==> src/rtl/video_timing_gen_if.sv <==
// Raster-timing bundle between video_timing_gen (master) and its consumers (slave).
// line_cmp flows from the consumer into the generator; everything else flows out.
interface video_timing_gen_if;
  logic [11:0] h_count;
  logic [11:0] v_count;
  logic        hs;
  logic        vs;
  logic        blank;
  logic        frame_irq;
  logic [15:0] frame_count;
  logic [11:0] line_cmp;
  logic        line_irq;

  modport master (
    output h_count, v_count, hs, vs, blank, frame_irq, frame_count, line_irq,
    input  line_cmp
  );

  modport slave (
    input  h_count, v_count, hs, vs, blank, frame_irq, frame_count, line_irq,
    output line_cmp
  );
endinterface

==> src/rtl/video_timing_gen.sv <==
// Free-running pixel-clock raster timing generator with aligned sync/blank/event outputs.
// Optional raster-compare interrupt is built only when VTG_LINE_IRQ_EN is defined.
module video_timing_gen #(
  parameter int H_ACTIVE = 640,
  parameter int H_FP     = 16,
  parameter int H_SYNC   = 96,
  parameter int H_BP     = 48,
  parameter int V_ACTIVE = 480,
  parameter int V_FP     = 10,
  parameter int V_SYNC   = 2,
  parameter int V_BP     = 33,
  parameter int H_POL    = 0,
  parameter int V_POL    = 0
) (
  input  logic               clkPixel,
  input  logic               reset,
  video_timing_gen_if.master vtg
);

  localparam int H_TOTAL = H_SYNC + H_BP + H_ACTIVE + H_FP;
  localparam int V_TOTAL = V_SYNC + V_BP + V_ACTIVE + V_FP;
  localparam int HA0     = H_SYNC + H_BP;
  localparam int VA0     = V_SYNC + V_BP;

  localparam logic [11:0] H_LAST     = 12'(H_TOTAL - 1);
  localparam logic [11:0] V_LAST     = 12'(V_TOTAL - 1);
  localparam logic [11:0] H_SYNC_END = 12'(H_SYNC);
  localparam logic [11:0] V_SYNC_END = 12'(V_SYNC);
  localparam logic [11:0] HA_START   = 12'(HA0);
  localparam logic [11:0] HA_END     = 12'(HA0 + H_ACTIVE);
  localparam logic [11:0] VA_START   = 12'(VA0);
  localparam logic [11:0] VA_END     = 12'(VA0 + V_ACTIVE);
  localparam logic [11:0] FRAME_LINE = 12'(VA0 + V_ACTIVE);
  localparam logic        HS_ON      = (H_POL != 0);
  localparam logic        VS_ON      = (V_POL != 0);

  logic [11:0] h_cnt;
  logic [11:0] v_cnt;
  logic [11:0] h_nxt;
  logic [11:0] v_nxt;
  logic        h_wrap;
  logic        frame_hit;
  logic        hs_q;
  logic        vs_q;
  logic        blank_q;
  logic        frame_irq_q;
  logic [15:0] frame_cnt;

  // Decodes use the next-count values so the registered flags line up with the counts.
  always_comb begin
    h_wrap    = (h_cnt == H_LAST);
    h_nxt     = h_wrap ? 12'd0 : h_cnt + 12'd1;
    v_nxt     = v_cnt;
    if (h_wrap) begin
      v_nxt = (v_cnt == V_LAST) ? 12'd0 : v_cnt + 12'd1;
    end
    frame_hit = (h_nxt == 12'd0) && (v_nxt == FRAME_LINE);
  end

  always_ff @(posedge clkPixel or posedge reset) begin
    if (reset) begin
      h_cnt       <= H_LAST;
      v_cnt       <= V_LAST;
      hs_q        <= ~HS_ON;
      vs_q        <= ~VS_ON;
      blank_q     <= 1'b1;
      frame_irq_q <= 1'b0;
    end else begin
      h_cnt       <= h_nxt;
      v_cnt       <= v_nxt;
      hs_q        <= (h_nxt < H_SYNC_END) ? HS_ON : ~HS_ON;
      vs_q        <= (v_nxt < V_SYNC_END) ? VS_ON : ~VS_ON;
      blank_q     <= !((h_nxt >= HA_START) && (h_nxt < HA_END) &&
                       (v_nxt >= VA_START) && (v_nxt < VA_END));
      frame_irq_q <= frame_hit;
    end
  end

  always_ff @(posedge clkPixel or posedge reset) begin
    if (reset) begin
      frame_cnt <= 16'd0;
    end else if (frame_hit) begin
      frame_cnt <= frame_cnt + 16'd1;
    end
  end

  assign vtg.h_count     = h_cnt;
  assign vtg.v_count     = v_cnt;
  assign vtg.hs          = hs_q;
  assign vtg.vs          = vs_q;
  assign vtg.blank       = blank_q;
  assign vtg.frame_irq   = frame_irq_q;
  assign vtg.frame_count = frame_cnt;

`ifdef VTG_LINE_IRQ_EN
  logic [11:0] shadow;
  logic [11:0] shadow_nxt;
  logic        line_irq_q;

  // Compare line is latched at end of line, so a mid-line write only affects later lines.
  always_comb begin
    shadow_nxt = h_wrap ? vtg.line_cmp : shadow;
  end

  always_ff @(posedge clkPixel or posedge reset) begin
    if (reset) begin
      shadow     <= 12'hFFF;
      line_irq_q <= 1'b0;
    end else begin
      shadow     <= shadow_nxt;
      line_irq_q <= (h_nxt == 12'd0) && (v_nxt == shadow_nxt);
    end
  end

  assign vtg.line_irq = line_irq_q;
`else
  logic unused_line_cmp;
  assign unused_line_cmp = ^vtg.line_cmp;
  assign vtg.line_irq    = 1'b0;
`endif

endmodule

==> src/flat_wrapper.sv <==
// flat-port wrapper written by rule: the top's interface ports become plain ports
module video_timing_gen_flat 
#(
  parameter int H_ACTIVE = 640,
  parameter int H_FP     = 16,
  parameter int H_SYNC   = 96,
  parameter int H_BP     = 48,
  parameter int V_ACTIVE = 480,
  parameter int V_FP     = 10,
  parameter int V_SYNC   = 2,
  parameter int V_BP     = 33,
  parameter int H_POL    = 0,
  parameter int V_POL    = 0
)
  (clkPixel, reset, vtg_h_count, vtg_v_count, vtg_hs, vtg_vs, vtg_blank, vtg_frame_irq, vtg_frame_count, vtg_line_irq, vtg_line_cmp);
  video_timing_gen_if vtg_i ();
  input  logic clkPixel;
  input  logic reset;
  output wire logic [$bits(vtg_i.h_count)-1:0] vtg_h_count;
  output wire logic [$bits(vtg_i.v_count)-1:0] vtg_v_count;
  output wire logic [$bits(vtg_i.hs)-1:0] vtg_hs;
  output wire logic [$bits(vtg_i.vs)-1:0] vtg_vs;
  output wire logic [$bits(vtg_i.blank)-1:0] vtg_blank;
  output wire logic [$bits(vtg_i.frame_irq)-1:0] vtg_frame_irq;
  output wire logic [$bits(vtg_i.frame_count)-1:0] vtg_frame_count;
  output wire logic [$bits(vtg_i.line_irq)-1:0] vtg_line_irq;
  input wire logic [$bits(vtg_i.line_cmp)-1:0] vtg_line_cmp;
  assign vtg_h_count = vtg_i.h_count;
  assign vtg_v_count = vtg_i.v_count;
  assign vtg_hs = vtg_i.hs;
  assign vtg_vs = vtg_i.vs;
  assign vtg_blank = vtg_i.blank;
  assign vtg_frame_irq = vtg_i.frame_irq;
  assign vtg_frame_count = vtg_i.frame_count;
  assign vtg_line_irq = vtg_i.line_irq;
  assign vtg_i.line_cmp = vtg_line_cmp;
  video_timing_gen #(.H_ACTIVE(H_ACTIVE), .H_FP(H_FP), .H_SYNC(H_SYNC), .H_BP(H_BP), .V_ACTIVE(V_ACTIVE), .V_FP(V_FP), .V_SYNC(V_SYNC), .V_BP(V_BP), .H_POL(H_POL), .V_POL(V_POL)) u_core (.clkPixel(clkPixel), .reset(reset), .vtg(vtg_i));
endmodule
==> config.mk <==
export PLATFORM = sky130hd
export DESIGN_NAME = video_timing_gen_flat
export DESIGN_NICKNAME = d
export VERILOG_FILES = /design/src/rtl/video_timing_gen_if.sv /design/src/rtl/video_timing_gen.sv /design/src/flat_wrapper.sv
export SDC_FILE = /design/constraint.sdc
export NUM_CORES = 1
export LEC_CHECK = 0
export BUFFER_PORTS_ARGS = -buffer_cell sky130_fd_sc_hd__buf_4
export CORE_MARGIN = 1.5
export CORE_UTILIZATION = 28
export CTS_CLUSTER_SIZE = 25
export DETAILED_ROUTE_END_ITERATION = 8
export PLACE_DENSITY = 0.46
export SETUP_SLACK_MARGIN = 0.2
export SYNTH_ARGS = -nofsm -noshare
export SYNTH_HDL_FRONTEND = slang
export SYNTH_SLANG_ARGS = --single-unit
export TNS_END_PERCENT = 30
==> constraint.sdc <==
create_clock -name clkPixel -period 2.8 [get_ports clkPixel]
set_input_delay 0.56 -clock clkPixel [delete_from_list [all_inputs] [get_ports clkPixel]]
set_output_delay 0.56 -clock clkPixel [all_outputs]
set_load 0.02 [all_outputs]
Yosys cells after proc, flatten, opt, wreduce, memory -nomap -nowiden
Cells that the tools add are included.
- add/subtract/negate cells: 3
- order comparisons: 6
- eq/ne operators: 3
- mux-type cells: 5
- reduce and logical (&&, ||, !) cells: 6
- operators with widths (cell ; number):
    equality test 12 x 10 -> 1 bit (second input constant) ; 3
    2-to-1 mux 12 bit ; 3
    adder 12 x 1 -> 12 bit (second input constant) ; 2
    less-than comparator 12 x 10 -> 1 bit (second input constant) ; 2
    adder 16 x 1 -> 16 bit (second input constant) ; 1
    >= comparator 12 x 6 -> 1 bit (second input constant) ; 1
    >= comparator 12 x 8 -> 1 bit (second input constant) ; 1
    logical NOT 12 bit ; 1
    less-than comparator 12 x 2 -> 1 bit (second input constant) ; 1
    less-than comparator 12 x 7 -> 1 bit (second input constant) ; 1
    logical AND 1 bit ; 4
    2-to-1 mux 1 bit ; 2
    logical NOT 1 bit ; 1
- register bits after elaboration: 44
- output and inout port bits: 45
- word-level logic and storage cells: 30

Logic depth before layout (Yosys ltp)
- depth in word-level cells: 7
- depth in mapped cells: 12
- depth with buffers taken out: 10

Least setup slack after synthesis
No wires, ideal clock.
- path kind: register to register
- from: register u_core.v_cnt[0] (netlist: u_core.vtg.v_count[0])
- to: register u_core.frame_cnt[1] (netlist: u_core.vtg.frame_count[1])
- data arrival time: 2646 ps
- data required time: 2672 ps
- path slack: 26 ps
- stages on the path, launching flop included: 11
- clock period less this slack: 2774 ps
- cell sequence: dfrtp_1 buf_2 inv_1 ha_1 or4b_4 nor3_4 o21ai_2 a211oi_2 nand4b_4 nor2_2 mux2_1
- word-level cells in the longest chain between the ends: 5
- elaborated cells between the ends (all ways): 6
- classes of those cells: add/sub (1); eq/ne (2); mux (2); reduce/logical (1)
- ends and longest elaborated chain (element ; line ; RTL):
    start, declared ; video_timing_gen.sv:38 ; logic [11:0] v_cnt;
    start signal, assigned ; video_timing_gen.sv:70 ; v_cnt <= v_nxt;
    adder 12 x 1 -> 12 bit / equality test 12 x 10 -> 1 bit (equally long branches) ; video_timing_gen.sv:55 ; v_nxt = (v_cnt == V_LAST) ? 12'd0 : v_cnt + 12'd1;
    2-to-1 mux 12 bit ; video_timing_gen.sv:55 ;
    2-to-1 mux 12 bit (*) ; video_timing_gen.sv:54 ; if (h_wrap) begin
    equality test 12 x 10 -> 1 bit (*) ; video_timing_gen.sv:57 ; frame_hit = (h_nxt == 12'd0) && (v_nxt == FRAME_LINE);
    logical AND 1 bit (*) ; video_timing_gen.sv:57 ;
    net u_core.frame_hit ; video_timing_gen.sv:42 ; logic frame_hit;
    end signal, assigned ; video_timing_gen.sv:83 ; frame_cnt <= frame_cnt + 16'd1;
    end, declared ; video_timing_gen.sv:47 ; logic [15:0] frame_cnt;
Mark *: on every way through the listed nets, which the timed path passes. The rest lies on a longest branch.
A chain may end at the register's enable or synchronous reset.

Worst setup path in the final report
- from: register u_core.v_cnt[0] (netlist: u_core.vtg.v_count[0])
- to: register u_core.frame_cnt[11] (netlist: u_core.vtg.frame_count[11])
- word-level cells in the longest chain between the ends: 5
- elaborated cells between the ends (all ways): 6
- classes of those cells: add/sub (1); eq/ne (2); mux (2); reduce/logical (1)
- ends and longest elaborated chain (element ; line):
    adder 12 x 1 -> 12 bit / equality test 12 x 10 -> 1 bit (equally long branches) ; video_timing_gen.sv:55
    2-to-1 mux 12 bit ; video_timing_gen.sv:55
    2-to-1 mux 12 bit (*) ; video_timing_gen.sv:54
    equality test 12 x 10 -> 1 bit (*) ; video_timing_gen.sv:57
    logical AND 1 bit (*) ; video_timing_gen.sv:57
Mark *: on every way between the ends. The rest lies on a longest branch, timed or not.

==> flow_metrics.env <==
export IMPL_cts_sinks=44
export IMPL_nets=371
export IMPL_die_h_um=104
export IMPL_gp_congestion=0.785
export IMPL_drive_above_1_share=0.463
export IMPL_path_clk_slew_ps=90
export IMPL_clockBufferDepth=2
export IMPL_cap_violations=0
export IMPL_fin_total_pwr_mw=1.06
export IMPL_cp_arrival_ps=2880
export IMPL_grt_pass1_wl_um=12000
export IMPL_rows=36
export IMPL_critPathRequiredTime_ps=3020
export IMPL_grt_pass1_vias=2312
export IMPL_area_growth_pct=34.2
export IMPL_wire_per_inst_um=15.0
export IMPL_syn_instance_count=280
export IMPL_instances_no_fill=487
export IMPL_routed_wirelength_um=7290
export IMPL_synth_warnings=0
export IMPL_setup_worst_path_class="flip-flop to flip-flop"
export IMPL_cts_tree="done"
export IMPL_ir_worst_vdd_mv=0.158
export IMPL_worstPathCellList="inv_2, ha_4, or4b_4, nor3_4, o21ai_2, a211oi_4, nand4b_4, buf_12, nor3b_4, xor2_1"
export IMPL_cp_start_kind="flip-flop"
export IMPL_fmax_ghz=0.377
export IMPL_placed_cells_incl_taps=473
export IMPL_outcome="finished, final reports clean"
export IMPL_syn_area_mm2=0.00288
export IMPL_core_mm2=0.00986
export IMPL_rsz0062_at_grt="yes"
export IMPL_antenna_found_initial=0
export IMPL_hpwl_um=5330
export IMPL_synth_area_leaders="dfrtp_1 27%, dfstp_2 12%, xor2_1 6.4%"
export IMPL_power_leakage_nw=1.76
export IMPL_drt_iter0_markers=48
export IMPL_syn_nets=298
export IMPL_synthArstFlopShare=1.00
export IMPL_slowest_delay_ps=460
export IMPL_power_density_mw_per_mm2=275
export IMPL_num_antenna_cells=0
export IMPL_htree_levels=2
export IMPL_ys_flop_type="dfrtp_1"
export IMPL_setup_ws_ps=144
export IMPL_hold_violations=0
export IMPL_critPathSlowestCell="or4b_4"
export IMPL_start_util=0.292
export IMPL_hold_class="input port to async pin"
export IMPL_fin_setup_tns_ps=0
export IMPL_synth_largest_area_cell="dfrtp_1"
export IMPL_utilization=0.392
export IMPL_ant_nets=0
export IMPL_period_minus_slack_ps=2660
export IMPL_grt_overflow_total=0
export IMPL_cp_end_kind="flip-flop"
export IMPL_vias_per_cell=4.86
export IMPL_die_area_mm2=0.0109
export IMPL_die_w_um=104
export IMPL_setup_violations=0
export IMPL_path_max_fanout=7
export IMPL_syn_avg_cell_area_um2=10.3
export IMPL_synth_seq_cells=44
export IMPL_vias=2369
export IMPL_grt_max_degree=18
export IMPL_root_buffer="clkbuf_8"
export IMPL_numCtsBuffers=5
export IMPL_clk_latency_ps=300
export IMPL_finalCritPeriodShare=0.948
export IMPL_ios=59
export IMPL_firstDrtPassIters=4
export IMPL_report_final_slew_viol_count=0
export IMPL_ctsHoldBuffers=0
export IMPL_synth_cell_types=70
export IMPL_drc=0
export IMPL_ys_seq_area_frac=0.388
export IMPL_synth_edf_count=0
export IMPL_synth_most_common_cell="dfrtp_1"
export IMPL_synth_top_area_frac=0.269
export IMPL_finClkSkew_ps=6.99
export IMPL_port_buffers=45
export IMPL_pre_cts_ws_ps=53.1
export IMPL_grt_usage=0.136
export IMPL_synthTopCellsByCount="31 x dfrtp_1, 21 x nand3_1, 21 x xor2_1"
## layout make-up
class / instances / area [um^2]
clock buffers: 7 / 76.3
repair buffers: 84 / 667
inverters: 11 / 41.3
clock inverters: 1 / 5.00
fillers: 1009 / 5990
multi-input cells: 207 / 1800
well taps: 133 / 166
flip-flops and latches: 44 / 1120
## cells in the final DEF, fill, tap and decap left out, drive strengths merged, types with 3 or more instances in the layout
cell type	count
nor3	18
a211oi	4
xor2	21
clkbuf	7
dfrtp	31
nand3	21
xnor2	13
o31ai	4
or3	4
and3	14
ha	4
o21ai	13
nand4	6
nor2	7
buf	84
a21o	3
and2	4
inv	11
a311oi	3
and4	4
dfstp	13
a31oi	5
nand2b	3
nand2	20
## per-stage QoR
| step | instance area (um^2) | hold slack [ps] |
|---|---|---|
| global route | 3870 | 252 |
| CTS | 3780 | 239 |
| detailed placement | 3590 | 470 |
| global placement | 3590 | 461 |
| floorplan | 3010 | 544 |
| finish | 3870 | 227 |
## state kept, by name, summed over array words and instances (netlist names)
| register | cells |
|---|---|
| u_core.vtg.blank | 1 |
| u_core.vtg.frame_irq | 1 |
| u_core.vtg.vs | 1 |
| u_core.vtg.frame_count | 16 |
| u_core.vtg.v_count | 12 |
| u_core.vtg.h_count | 12 |
| u_core.vtg.hs | 1 |
## cell families (layout without fill, tap and decap cells)
logic type	after synthesis	count (layout)	share of synthesized area
AO/OA/AOI/OAI	49	49	0.129
AND/OR/NAND/NOR	117	117	0.286
other	1	1	0.00130
buffers and inverters	29	103	0.0673
XOR/XNOR	34	34	0.103
adder cells (fa/ha/maj)	4	4	0.0174
flip-flops	44	44	0.388
multiplexers	2	2	0.00738
## repair_timing
item	CTS	global route
cloned	0	0
pin swaps	10	21
setup buffers	3	3
endpoints found under the setup margin	16	18
gates resized for setup	17	12
## metal layers
metal,global-route usage,share of wire
met5,0,0
met4,0.0298,0.0059
met2,0.214,0.47
met1,0.193,0.50
met3,0.0244,0.030
## power by group
group / total (mW) / switching (mW) / internal [mW]
registers: 0.636 / 0 / 0.636
logic: 0.0174 / 0.0145 / 0.00285
clock network: 0.410 / 0.234 / 0.176
total: 1.06 / 0.249 / 0.815
## path summary, 6_finish.rpt
check,start,endpoint,slack [ps],depth (start not counted)
setup reg to reg,u_core.vtg.v_count[0]$_DFF_PP0_,u_core.vtg.frame_count[11]$_DFFE_PP0P_,140,10
hold reg to reg,u_core.vtg.frame_count[15]$_DFFE_PP0P_,u_core.vtg.frame_count[15]$_DFFE_PP0P_,470,1
setup / recovery,u_core.vtg.v_count[0]$_DFF_PP0_,u_core.vtg.frame_count[11]$_DFFE_PP0P_,140,10
max in group asynchronous,reset,u_core.vtg.h_count[9]$_DFF_PP1_,1960,3
min in group clkPixel,u_core.vtg.frame_count[15]$_DFFE_PP0P_,u_core.vtg.frame_count[15]$_DFFE_PP0P_,470,1
hold / removal,reset,u_core.vtg.frame_count[4]$_DFFE_PP0P_,230,2
## critical path: cells and delay by family (launching register included)
family,cells,cell delay (ps)
compound gates,2,420
xor+xnor,1,160
fa+ha+maj,1,130
buf+inv,2,300
flops,1,420
simple gates,4,1140
No activity file was read; power rests on OpenSTA's default activity.
